## config.mk

```make
export PLATFORM = sky130hd
export DESIGN_NAME = fir_window_gen
export DESIGN_NICKNAME = d
export VERILOG_FILES = /design/src/rtl/fir_window_gen.sv
export SDC_FILE = /design/constraint.sdc
export NUM_CORES = 1
export LEC_CHECK = 0
export CAP_MARGIN = 20
export CORE_UTILIZATION = 50
export CTS_CLUSTER_SIZE = 14
export DETAILED_ROUTE_END_ITERATION = 7
export DONT_BUFFER_PORTS = 1
export RECOVER_POWER = 50
export SETUP_SLACK_MARGIN = 0.2
export SLEW_MARGIN = 20
export SYNTH_ARGS = -nofsm -noshare
export SYNTH_HDL_FRONTEND = slang
export SYNTH_SLANG_ARGS = --single-unit
```

## constraint.sdc

```tcl
create_clock -name clk -period 4.1 [get_ports clk]
set_input_delay 0.82 -clock clk [delete_from_list [all_inputs] [get_ports clk]]
set_output_delay 0.82 -clock clk [all_outputs]
set_load 0.01 [all_outputs]
```

## src/rtl/fir_window_gen.sv

```systemverilog
// Horizontal window generator: turns a stream of vertical tap columns into
// TAP_NUMS x TAP_NUMS windows, replicating edge columns at both line ends.
module fir_window_gen #(
   parameter int unsigned DATA_WIDTH = 8,
   parameter int unsigned TAP_NUMS   = 3,
   parameter int unsigned LINE_CNT   = 12
) (
   input  logic                                     clk,
   input  logic                                     rst_n,
   input  logic                                     col_en_i,
   input  logic [TAP_NUMS*DATA_WIDTH-1:0]           col_data_i,
   input  logic [LINE_CNT-1:0]                      h_size_i,
   output logic                                     win_en_o,
   output logic [TAP_NUMS*TAP_NUMS*DATA_WIDTH-1:0]  win_data_o,
   output logic                                     win_first_o,
   output logic                                     win_last_o,
   output logic                                     busy_o,
   output logic                                     ovf_o
);

   localparam int unsigned HALF  = (TAP_NUMS - 1) / 2;
   localparam int unsigned COL_W = TAP_NUMS * DATA_WIDTH;
   localparam int unsigned FC_W  = $clog2(HALF + 1);

   typedef enum logic [1:0] {IDLE, RUN, FLUSH} state_t;

   state_t                              state, state_nxt;
   logic [TAP_NUMS-1:0][COL_W-1:0]      sr, sr_nxt, shifted;
   logic [LINE_CNT-1:0]                 col_cnt, col_cnt_nxt;
   logic [LINE_CNT-1:0]                 h_size_r, h_size_nxt;
   logic [FC_W-1:0]                     flush_cnt, flush_nxt;
   logic                                ovf_nxt;
   logic                                emit, first, last;

   // Shift register advanced by one column; in FLUSH the newest column is replicated
   always_comb begin
      for (int c = 0; c < int'(TAP_NUMS) - 1; c++) begin
         shifted[c] = sr[c+1];
      end
      shifted[TAP_NUMS-1] = (state == FLUSH) ? sr[TAP_NUMS-1] : col_data_i;
   end

   // Next-state and datapath control
   always_comb begin
      state_nxt   = state;
      sr_nxt      = sr;
      col_cnt_nxt = col_cnt;
      h_size_nxt  = h_size_r;
      flush_nxt   = flush_cnt;
      ovf_nxt     = ovf_o;
      emit        = 1'b0;
      first       = 1'b0;
      last        = 1'b0;

      unique case (state)
         IDLE: begin
            if (col_en_i) begin
               sr_nxt      = {TAP_NUMS{col_data_i}};
               h_size_nxt  = h_size_i;
               col_cnt_nxt = LINE_CNT'(1);
               // A single-column line is already complete; go straight to flushing
               if (h_size_i <= LINE_CNT'(1)) begin
                  state_nxt = FLUSH;
                  flush_nxt = FC_W'(HALF);
               end else begin
                  state_nxt = RUN;
               end
            end
         end
         RUN: begin
            if (col_en_i) begin
               sr_nxt      = shifted;
               col_cnt_nxt = col_cnt + LINE_CNT'(1);
               if (col_cnt >= LINE_CNT'(HALF)) begin
                  emit  = 1'b1;
                  first = (col_cnt == LINE_CNT'(HALF));
               end
               if (col_cnt >= h_size_r - LINE_CNT'(1)) begin
                  state_nxt = FLUSH;
                  flush_nxt = FC_W'(HALF);
               end
            end
         end
         FLUSH: begin
            sr_nxt    = shifted;
            emit      = 1'b1;
            flush_nxt = flush_cnt - FC_W'(1);
            if (col_en_i) begin
               ovf_nxt = 1'b1;
            end
            if (flush_cnt <= FC_W'(1)) begin
               last        = 1'b1;
               state_nxt   = IDLE;
               col_cnt_nxt = '0;
            end
         end
         default: begin
            state_nxt = IDLE;
         end
      endcase
   end

   // State, storage and registered outputs
   always_ff @(posedge clk or negedge rst_n) begin
      if (!rst_n) begin
         state       <= IDLE;
         sr          <= '0;
         col_cnt     <= '0;
         h_size_r    <= '0;
         flush_cnt   <= '0;
         win_en_o    <= 1'b0;
         win_data_o  <= '0;
         win_first_o <= 1'b0;
         win_last_o  <= 1'b0;
         busy_o      <= 1'b0;
         ovf_o       <= 1'b0;
      end else begin
         state       <= state_nxt;
         sr          <= sr_nxt;
         col_cnt     <= col_cnt_nxt;
         h_size_r    <= h_size_nxt;
         flush_cnt   <= flush_nxt;
         win_en_o    <= emit;
         if (emit) begin
            win_data_o <= sr_nxt;
         end
         win_first_o <= first;
         win_last_o  <= last;
         busy_o      <= (state_nxt != IDLE);
         ovf_o       <= ovf_nxt;
      end
   end

endmodule

```

==> results of run 1 <==
## logic make-up after synthesis
family | share of synthesized area, %
buffers and inverters | 3.42
AO/OA/AOI/OAI | 17.4
AND/OR/NAND/NOR | 4.35
multiplexers | 12.3
adder cells (fa/ha/maj) | 3.28
XOR/XNOR | 1.84
flip-flops | 57.5
## where the power goes
| part | switching (uW) | internal (uW) |
|---|---|---|
| combinational | 896 | 852 |
| sequential | 594 | 2420 |
| clock | 686 | 914 |
## per-layer routing
layer / wire length, microns / up-vias / GRT usage [%]
met5: 0 / - / 0
met4: 33 / 0 / 5.52
met3: 1220 / 2 / 7.02
met2: 7880 / 129 / 34.2
met1: 7280 / 2501 / 30.6
li1: - / 2173 / -
## path summary, 6_finish.rpt
check	from	endpoint	slack, ps	cells past startpoint
worst max-delay path	h_size_r[3]	busy_o	1140	9
worst min-delay path	rst_n	win_data_o[5]	90	0
worst max register to register	h_size_r[3]	busy_o	1140	9
worst min register to register	sr[20]	sr[20]	480	1
max in group asynchronous	rst_n	win_data_o[16]	3730	0
min in group clk	sr[20]	sr[20]	480	1
## through the flow
step	util (%)	setup WS, ps	hold WS (ps)	instances
2_1_floorplan	-	1570	449	580
3_3_place_gp	52.7	1270	469	733
3_5_place_dp	52.7	1160	474	733
4_1_cts	56.7	1140	74.0	765
5_1_grt	56.7	737	69.7	765
6_report	56.7	1140	89.0	765
## final cells by class
type	count	area, sq um
clock buffers	19	433
multi-input cells	351	3000
flip-flops and latches	175	4380
well taps	184	230
repair buffers	7	77.6
clock inverters	13	153
fillers	1206	6360
inverters	16	60.1
## worst reg2reg max path, delay by kind of cell (launching register included)
| kind | cells | cell delay [ps] |
|---|---|---|
| DFF | 1 | 420 |
| and+or+nand+nor | 3 | 730 |
| adders and majority gates | 1 | 250 |
| AOI/OAI and AO/OA | 4 | 1300 |
| xor gates and xnor gates | 1 | 130 |
## layout by cell type, fill, tap and decap left out, types with 6 or more instances in the layout
cell type,netlist,layout
dfrtp_1,175,175
nor2_1,19,19
xnor2_1,13,13
a211oi_1,6,6
inv_1,16,16
a22oi_1,48,48
mux2_2,74,74
o2bb2ai_1,49,49
o21ai_0,11,10
clkbuf_16,0,17
nand2_1,12,12
nand3_1,8,8
ha_1,20,19
mux2_1,9,9
nor4_1,6,6
a22o_1,24,24
## state kept, by name, indices dropped and copies added (netlist names)
register and cells:
win_data_o 72, sr 24, win_first_o 1, ovf_o 1, win_last_o 1, win_en_o 1
busy_o 1, shifted 48, col_cnt 12, h_size_r 12, state 2
==> flow_summary_export.csv, run 1 <==
group,metric,value,unit
status,outcome,"finished with violations",
status,violations,"DRC",
yosys,ys_seq_area_share,57.5,%
cells_and_area,fin_nets,627,
clocking,cts_setup_buffers,0,
clocking,cts_root_buffer,"clkbuf_16",
power_and_ir_drop,p_per_area,763,nW/um^2
sta,maxSlewHeadroom,43.5,%
clocking,cts_max_level,4,
global_routing,grt_pass1_wl,27300,microns
worst_setup_path,slowest_stage,"a2111oi_0",
clocking,cts_resized,0,
die,placementRows,44,
power_and_ir_drop,fin_total_pwr,6360,uW
routing,num_vias,4805,
die,die-area,15700,sq um
placement,gp_congestion,0.826,
sta,setup_viol,0,
global_routing,first_global_vias,4981,
clocking,clock_path_buffers,2,
sta,rsz0062_at_grt,"false",
cells_and_area,fin_area,8340,sq um
worst_setup_path,worstPathArrival,3230,ps
global_routing,globalRouteTotalUtil,22.2,%
worst_setup_path,crit_type,"reg2reg",
sta,fin_skew,20.5,ps
yosys,synth-edff-count,0,
die,io_pins,116,
routing,wl_per_cell,21.5,microns
worst_setup_path,cp_top_family,"compound AO/OA/AOI/OAI gates",
clocking,cts_buffers,17,
yosys,yosys_warnings,0,
die,chipWidth,125,microns
worst_hold_path,hold_path_class,"in2async",
worst_setup_path,crit_buf_inv,0,
clocking,insertion_delay,420,ps
routing,ant_nets,0,
yosys,ys_types,49,
yosys,synth_top_cell_area_share,57.5,%
cells_and_area,antennaDiodeCount,0,
worst_setup_path,cp.required,4360,ps
placement,io_buffers,0,
global_routing,grt_antenna_before_repair,0,
worst_setup_path,startpoint_type,"flop",
yosys,synth.avg_cell_area,13.1,sq um
power_and_ir_drop,power.leakage,0.00364,uW
routing,drt_iter0_markers,390,
sta,tns,0,ps
global_routing,grt_overflow,0,
die,core,14700,sq um
flow_run,maxCapViolCount,0,
yosys,ys_top_cells_by_area,"dfrtp_1, mux2_2, o2bb2ai_1",
yosys,synth_most_common_cell,"dfrtp_1",
yosys,syn_area,7620,sq um
worst_setup_path,path_max_fanout,4,
sta,hold_viol,0,
routing,drt-pass1-iter-count,7,
yosys,ys.flop_type,"dfrtp_1",
routing,drt_wl_total,16400,microns
worst_setup_path,critPathMaxStageDelay,670,ps
die,die_h,125,microns
clocking,postCtsHoldBufs,0,
placement,dpl_cell_area,7750,sq um
die,initial_core_util,51.8,%
yosys,syn-instance-count,580,
power_and_ir_drop,max-vdd-ir-drop,0.000411,V
cells_and_area,area_growth,9.41,%
sta,period_minus_slack,2960,ps
placement,dp_hpwl,10100,microns
clocking,clkSinkCount,175,
clocking,path_clk_slew,60,ps
yosys,synth_common_cells,"dfrtp_1, mux2_2, o2bb2ai_1",
yosys,ys_seq_elements,175,
clocking,cts_tree,"yes",
routing,vias_per_cell,6.28,
worst_setup_path,setup.worst_path.end_class,"flop",
worst_setup_path,crit_chain,"nor4_1 -> nand2_1 -> nor2_1 -> xnor2_1 -> ha_1 -> o21ai_0 -> o22ai_1 -> a2111oi_0 -> a31oi_1",
sta,slew_violations,0,
yosys,async_reset_ff_share,100,%
yosys,post-synth-top-area-cell,"dfrtp_1",
global_routing,grt_max_degree,176,
sta,fmax,0.337,GHz
cells_and_area,final_layout_size_suffix_gt1_share,20.1,%
routing,drc,5,
sta,tightestPinTransition,826,ps
sta,fin_crit_sh,72.3,%
yosys,synth_nets,639,
No activity file was read; power rests on OpenSTA's default activity.
==> run 2, diff against run 1 <==
PLACE_DENSITY = 0.68   (was unset)
clock period = 2.5 ns   (was 4.1 ns; I/O delays follow)
==> run 2 against run 1 <==
  * The flow finishes with violations (DRC, hold timing)
  * Die area did not move
  * Cell area rose by 2.2%
  * Non-clock buffer count rose by 11
  * Routed wire length rose by 1.3%
  * Total power rose by 69%
  * Sequential share of layout area fell by 1.1 points
  * First-iteration DRC count fell by 5.6%
  * Global-route usage rose by 0.096 points
==> flow_summary_export.csv, run 2 (synthesis results as in run 1) <==
group,metric,value,unit
status,outcome,"finished with violations",
status,violations,"DRC, hold timing",
clocking,clkSinkCount,175,
cells_and_area,layout_common_cells,"dfrtp_1, mux2_2, o2bb2ai_1, a22oi_1, a22o_1",
clocking,cts_max_level,4,
routing,drt_iter0_markers,368,
sta,whs,-228,ps
worst_hold_path,hold_path_class,"in2async",
sta,maxSlewHeadroom,62.2,%
placement,dp_hpwl,10400,microns
die,core,14700,sq um
routing,num_vias,4897,
cells_and_area,nFillCells,1162,
global_routing,first_global_vias,5116,
routing,drt-pass1-iter-count,7,
clocking,cts_buffers,17,
worst_setup_path,crit_type,"reg2reg",
routing,vias_per_cell,6.31,
global_routing,grt_antenna_before_repair,0,
worst_setup_path,reg2reg_depth,8,
routing,wl_per_cell,21.4,microns
global_routing,globalRouteTotalUtil,22.3,%
sta,period_minus_slack,2470,ps
die,die-area,15700,sq um
worst_setup_path,worstPathArrival,2820,ps
sta,slew_violations,0,
clocking,cts_root_buffer,"clkbuf_16",
sta,tns,0,ps
power_and_ir_drop,max-vdd-ir-drop,0.000713,V
cells_and_area,area_growth,11.8,%
worst_setup_path,cp.required,2850,ps
cells_and_area,antennaDiodeCount,0,
worst_setup_path,path_max_fanout,3,
cells_and_area,final_common_cell,"dfrtp_1",
routing,drt_wl_total,16600,microns
worst_setup_path,r2r_setup_slack,30,ps
cells_and_area,top_register,"win_data_o",
global_routing,grt_overflow,0,
clocking,clock_path_buffers,2,
routing,ant_nets,0,
placement,gp_congestion,0.875,
global_routing,grt_pass1_wl,27100,microns
cells_and_area,largest_reg_flops,72,
sta,setup_viol,0,
power_and_ir_drop,p_per_area,1260,nW/um^2
power_and_ir_drop,fin_total_pwr,10700,uW
die,io_pins,116,
sta,fmax,0.405,GHz
die,die_h,125,microns
global_routing,grt_max_degree,176,
placement,io_buffers,0,
flow_run,maxCapViolCount,0,
die,chipWidth,125,microns
clocking,path_clk_slew,70,ps
die,initial_core_util,51.8,%
cells_and_area,utilization,58.0,%
cells_and_area,fin_nets,638,
sta,rsz0062_at_grt,"true",
die,placementRows,44,
worst_setup_path,startpoint_type,"flop",
power_and_ir_drop,power.leakage,0.00374,uW
sta,fin_crit_sh,98.8,%
clocking,cts_tree,"yes",
sta,tightestPinTransition,562,ps
worst_setup_path,setup.worst_path.end_class,"flop",
routing,drc,2,
sta,fin_skew,15.5,ps
clocking,insertion_delay,430,ps
cells_and_area,final_layout_size_suffix_gt1_share,23.3,%
sta,hold_viol,175,
==> run 2: cell count changes in the layout (fill, tap and decap cells not counted), moves of 2 or more <==
cell	previous run	this run
buf_12	2	4
buf_4	5	12
clkbuf_1	2	0
clkbuf_8	0	2
clkinvlp_4	3	0
inv_6	3	5
nor4_1	6	4
nor4_2	0	2
==> run 2: path summary, 6_finish.rpt <==
path,to,from
worst min register to register,sr[6],sr[6]
max in group asynchronous,win_data_o[15],rst_n
worst min-delay path,col_cnt[6],rst_n
min in group clk,ovf_o,col_en_i
worst max-delay path,busy_o,h_size_r[9]
worst max register to register,busy_o,h_size_r[9]
==> run 2: layout make-up <==
type / instances / area (sq um) / area share [%]
clock buffer: 18 / 439 / 5.15
clock inverter: 14 / 168 / 1.97
inverter: 16 / 60.1 / 0.705
multi-input combinational: 351 / 3050 / 35.8
sequential: 175 / 4380 / 51.4
tap: 184 / 230 / 2.70
timing repair buffer: 18 / 195 / 2.29
==> run 2: worst max-delay path, cell delays in order, from the launching register on <==
cell     delay [ps]
dfrtp_1         410
or4_4           550
nor3_4          190
xnor2_1         100
ha_2            330
o21ai_2          60
a221o_1         350
a311o_1         280
a31oi_1         130
==> run 2: power by group <==
group	total (uW)	switching, uW	internal, uW
clock network	2720	1180	1540
logic	3060	1540	1530
registers	4940	980	3960
total	10700	3690	7030
==> run 2: stage by stage <==
stage	area, sq um	hold slack (ps)	cells	worst slack, ps
floorplan	7640	204	580	188
global placement	7860	210	741	80.7
detailed placement	7860	210	741	27.1
CTS	8500	-256	776	72.4
global route	8520	-252	776	-93.8
finish	8520	-228	776	31.0
==> run 2: repair_timing <==
item | in CTS | in global routing
setup endpoints to repair | 4 | 28
buffers inserted | 3 | 0
gates resized for setup | 3 | 6
pin swaps | 0 | 0
hold endpoints to repair | 175 | 175
==> run 2: routing by layer <==
layer  share of wire, %  wire (microns)  global-route usage [%]
met5                  0               0                       0
met4                1.6             259                    9.47
met3                5.9             978                    7.23
met2                 51            8420                    36.0
met1                 42            6970                    27.7
==> run 3, diff against run 2 <==
--- a/config.mk
+++ b/config.mk
@@ -12,2 +12,3 @@
 export DONT_BUFFER_PORTS = 1
+export HOLD_SLACK_MARGIN = 0.02
 export PLACE_DENSITY = 0.68
==> constraint.sdc (replaced) <==
create_clock -name clk -period 2.5 [get_ports clk]
set_input_delay 0.25 -clock clk [delete_from_list [all_inputs] [get_ports clk]]
set_output_delay 0.25 -clock clk [all_outputs]
set_load 0.01 [all_outputs]
==> run 3 against run 2 <==
  * The run still ends with DRC, hold timing left
  * Combinational power rose by 2%
  * Cell area rose by 4.4%
  * Clock skew fell by 4.4 ps
  * Worst hold slack got worse by 250 ps
  * Core utilization rose by 2.6 points
  * Setup slack improved by 4.4 ps
  * Critical path depth did not move
  * Non-clock buffer count rose by 37
  * Total power rose by 0.74%
  * Global-route usage rose by 0.83 points
  * Clock power barely moved
  * First-iteration DRC count rose by 4.1%
  * Critical path type unchanged
==> flow_summary_export.csv, run 3 (synthesis results as in run 1) <==
group,metric,value,unit
clocking,cts_tree,"yes",
global_routing,grt_pass1_wl,28200,microns
die,placementRows,44,
worst_setup_path,slowest_stage,"or4_4",
sta,setup_viol,0,
worst_setup_path,critPathMaxStageDelay,550,ps
global_routing,grt_overflow,0,
global_routing,globalRouteTotalUtil,23.2,%
cells_and_area,nFillCells,1125,
status,outcome,"finished with violations",
cells_and_area,fin_nets,675,
global_routing,first_global_vias,5322,
worst_setup_path,reg2reg_depth,8,
status,violations,"DRC, hold timing",
power_and_ir_drop,power.leakage,0.00390,uW
global_routing,grt_antenna_before_repair,0,
die,die_h,125,microns
clocking,cts_max_level,4,
die,core,14700,sq um
placement,dpl_cell_area,7860,sq um
power_and_ir_drop,fin_total_pwr,10800,uW
worst_setup_path,cp.required,2860,ps
worst_setup_path,r2r_setup_slack,40,ps
cells_and_area,layout_common_cells,"dfrtp_1, mux2_2, o2bb2ai_1, a22oi_1, dlygate4sd3_1",
routing,drt_iter0_markers,383,
power_and_ir_drop,p_per_area,1210,nW/um^2
power_and_ir_drop,max-vdd-ir-drop,0.000720,V
sta,maxSlewHeadroom,63.2,%
worst_setup_path,setup.worst_path.end_class,"flop",
clocking,insertion_delay,430,ps
global_routing,use_met2,37.7,%
die,die-area,15700,sq um
cells_and_area,utilization,60.5,%
sta,hold_viol,175,
die,initial_core_util,51.8,%
routing,drt-pass1-iter-count,8,
sta,period_minus_slack,2460,ps
cells_and_area,final_layout_size_suffix_gt1_share,22.1,%
flow_run,maxCapViolCount,0,
placement,io_buffers,0,
worst_setup_path,worstPathArrival,2820,ps
placement,dp_hpwl,10400,microns
worst_setup_path,startpoint_type,"flop",
sta,rsz0062_at_grt,"true",
worst_setup_path,path_max_fanout,3,
global_routing,met1_usage,29.0,%
sta,whs,-481,ps
clocking,clkSinkCount,175,
global_routing,grt_max_degree,176,
cells_and_area,antennaDiodeCount,0,
clocking,clock_path_buffers,2,
clocking,path_clk_slew,70,ps
cells_and_area,largest_reg_flops,72,
sta,fin_crit_sh,98.6,%
clocking,cts_buffers,17,
die,chipWidth,125,microns
sta,tightestPinTransition,544,ps
cells_and_area,top_register,"win_data_o",
routing,wl_per_cell,21.4,microns
routing,ant_nets,0,
worst_hold_path,hold_path_class,"in2async",
routing,num_vias,5048,
die,io_pins,116,
clocking,postCtsHoldBufs,37,
global_routing,met3_usage,6.68,%
routing,drt_wl_total,17400,microns
cells_and_area,fin_area,8900,sq um
sta,fmax,0.406,GHz
routing,drc,2,
sta,fin_skew,11.1,ps
placement,gp_congestion,0.875,
cells_and_area,final_common_cell,"dfrtp_1",
cells_and_area,area_growth,16.7,%
sta,slew_violations,0,
routing,vias_per_cell,6.21,
global_routing,grt_busiest_layer,"met2",
clocking,cts_root_buffer,"clkbuf_16",
worst_setup_path,crit_type,"reg2reg",
worst_setup_path,crit_chain,"or4_4 -> nor3_4 -> xnor2_1 -> ha_2 -> o21ai_2 -> a221o_1 -> a311o_1 -> a31oi_1",
[run 3: worst max-delay path: cells and delay by family (launching register included)]
family	cells	cell delay [ps]
AOI/OAI and AO/OA	4	820
xor gates and xnor gates	1	100
adders and majority gates	1	330
DFF	1	400
and+or+nand+nor	2	740
[run 3: repair_timing]
item / in CTS / in global routing
hold endpoints to repair: 213 / 175
gates resized for setup: 3 / 7
cloned: 0 / 0
pin swaps: 0 / 1
endpoints found under the setup margin: 4 / 28
setup buffers: 3 / 0
[run 3: worst paths after layout]
path,to,startpoint
max in group asynchronous,h_size_r[0],rst_n
min in group clk,shifted[13],col_data_i[13]
worst min register to register,sr[6],sr[6]
worst max register to register,busy_o,h_size_r[9]
worst min-delay path,win_first_o,rst_n
worst max-delay path,busy_o,h_size_r[9]
[run 3: power breakdown]
| group | internal [uW] | leakage (uW) | switching [uW] |
|---|---|---|---|
| sequential | 3960 | 0.00225 | 984 |
| combinational | 1570 | 0.00134 | 1560 |
| clock | 1540 | 0.000304 | 1190 |
[run 3: per-stage QoR]
| stage | setup slack (ps) | TNS, ps | std cells |
|---|---|---|---|
| floorplan | 188 | 0 | 580 |
| global placement | 80.7 | 0 | 741 |
| detailed placement | 27.1 | 0 | 741 |
| CTS | 72.4 | 0 | 813 |
| global route | -114 | -177 | 813 |
| finish | 35.4 | 0 | 813 |
[run 3: layout make-up]
| class | count | area (sq um) | area share, % |
|---|---|---|---|
| clock inverters | 14 | 168 | 1.88 |
| clock buffers | 18 | 439 | 4.94 |
| multi-input cells | 351 | 3050 | 34.3 |
| well taps | 184 | 230 | 2.59 |
| inverters | 16 | 60.1 | 0.675 |
| repair buffers | 55 | 566 | 6.36 |
| flip-flops and latches | 175 | 4380 | 49.2 |
[run 3: layer usage]
metal | vias to the layer above | part of all wire (%)
met3 | 28 | 6.6
met2 | 148 | 50
met4 | 0 | 2.3
li1 | 2258 | -
met5 | - | 0
met1 | 2614 | 41
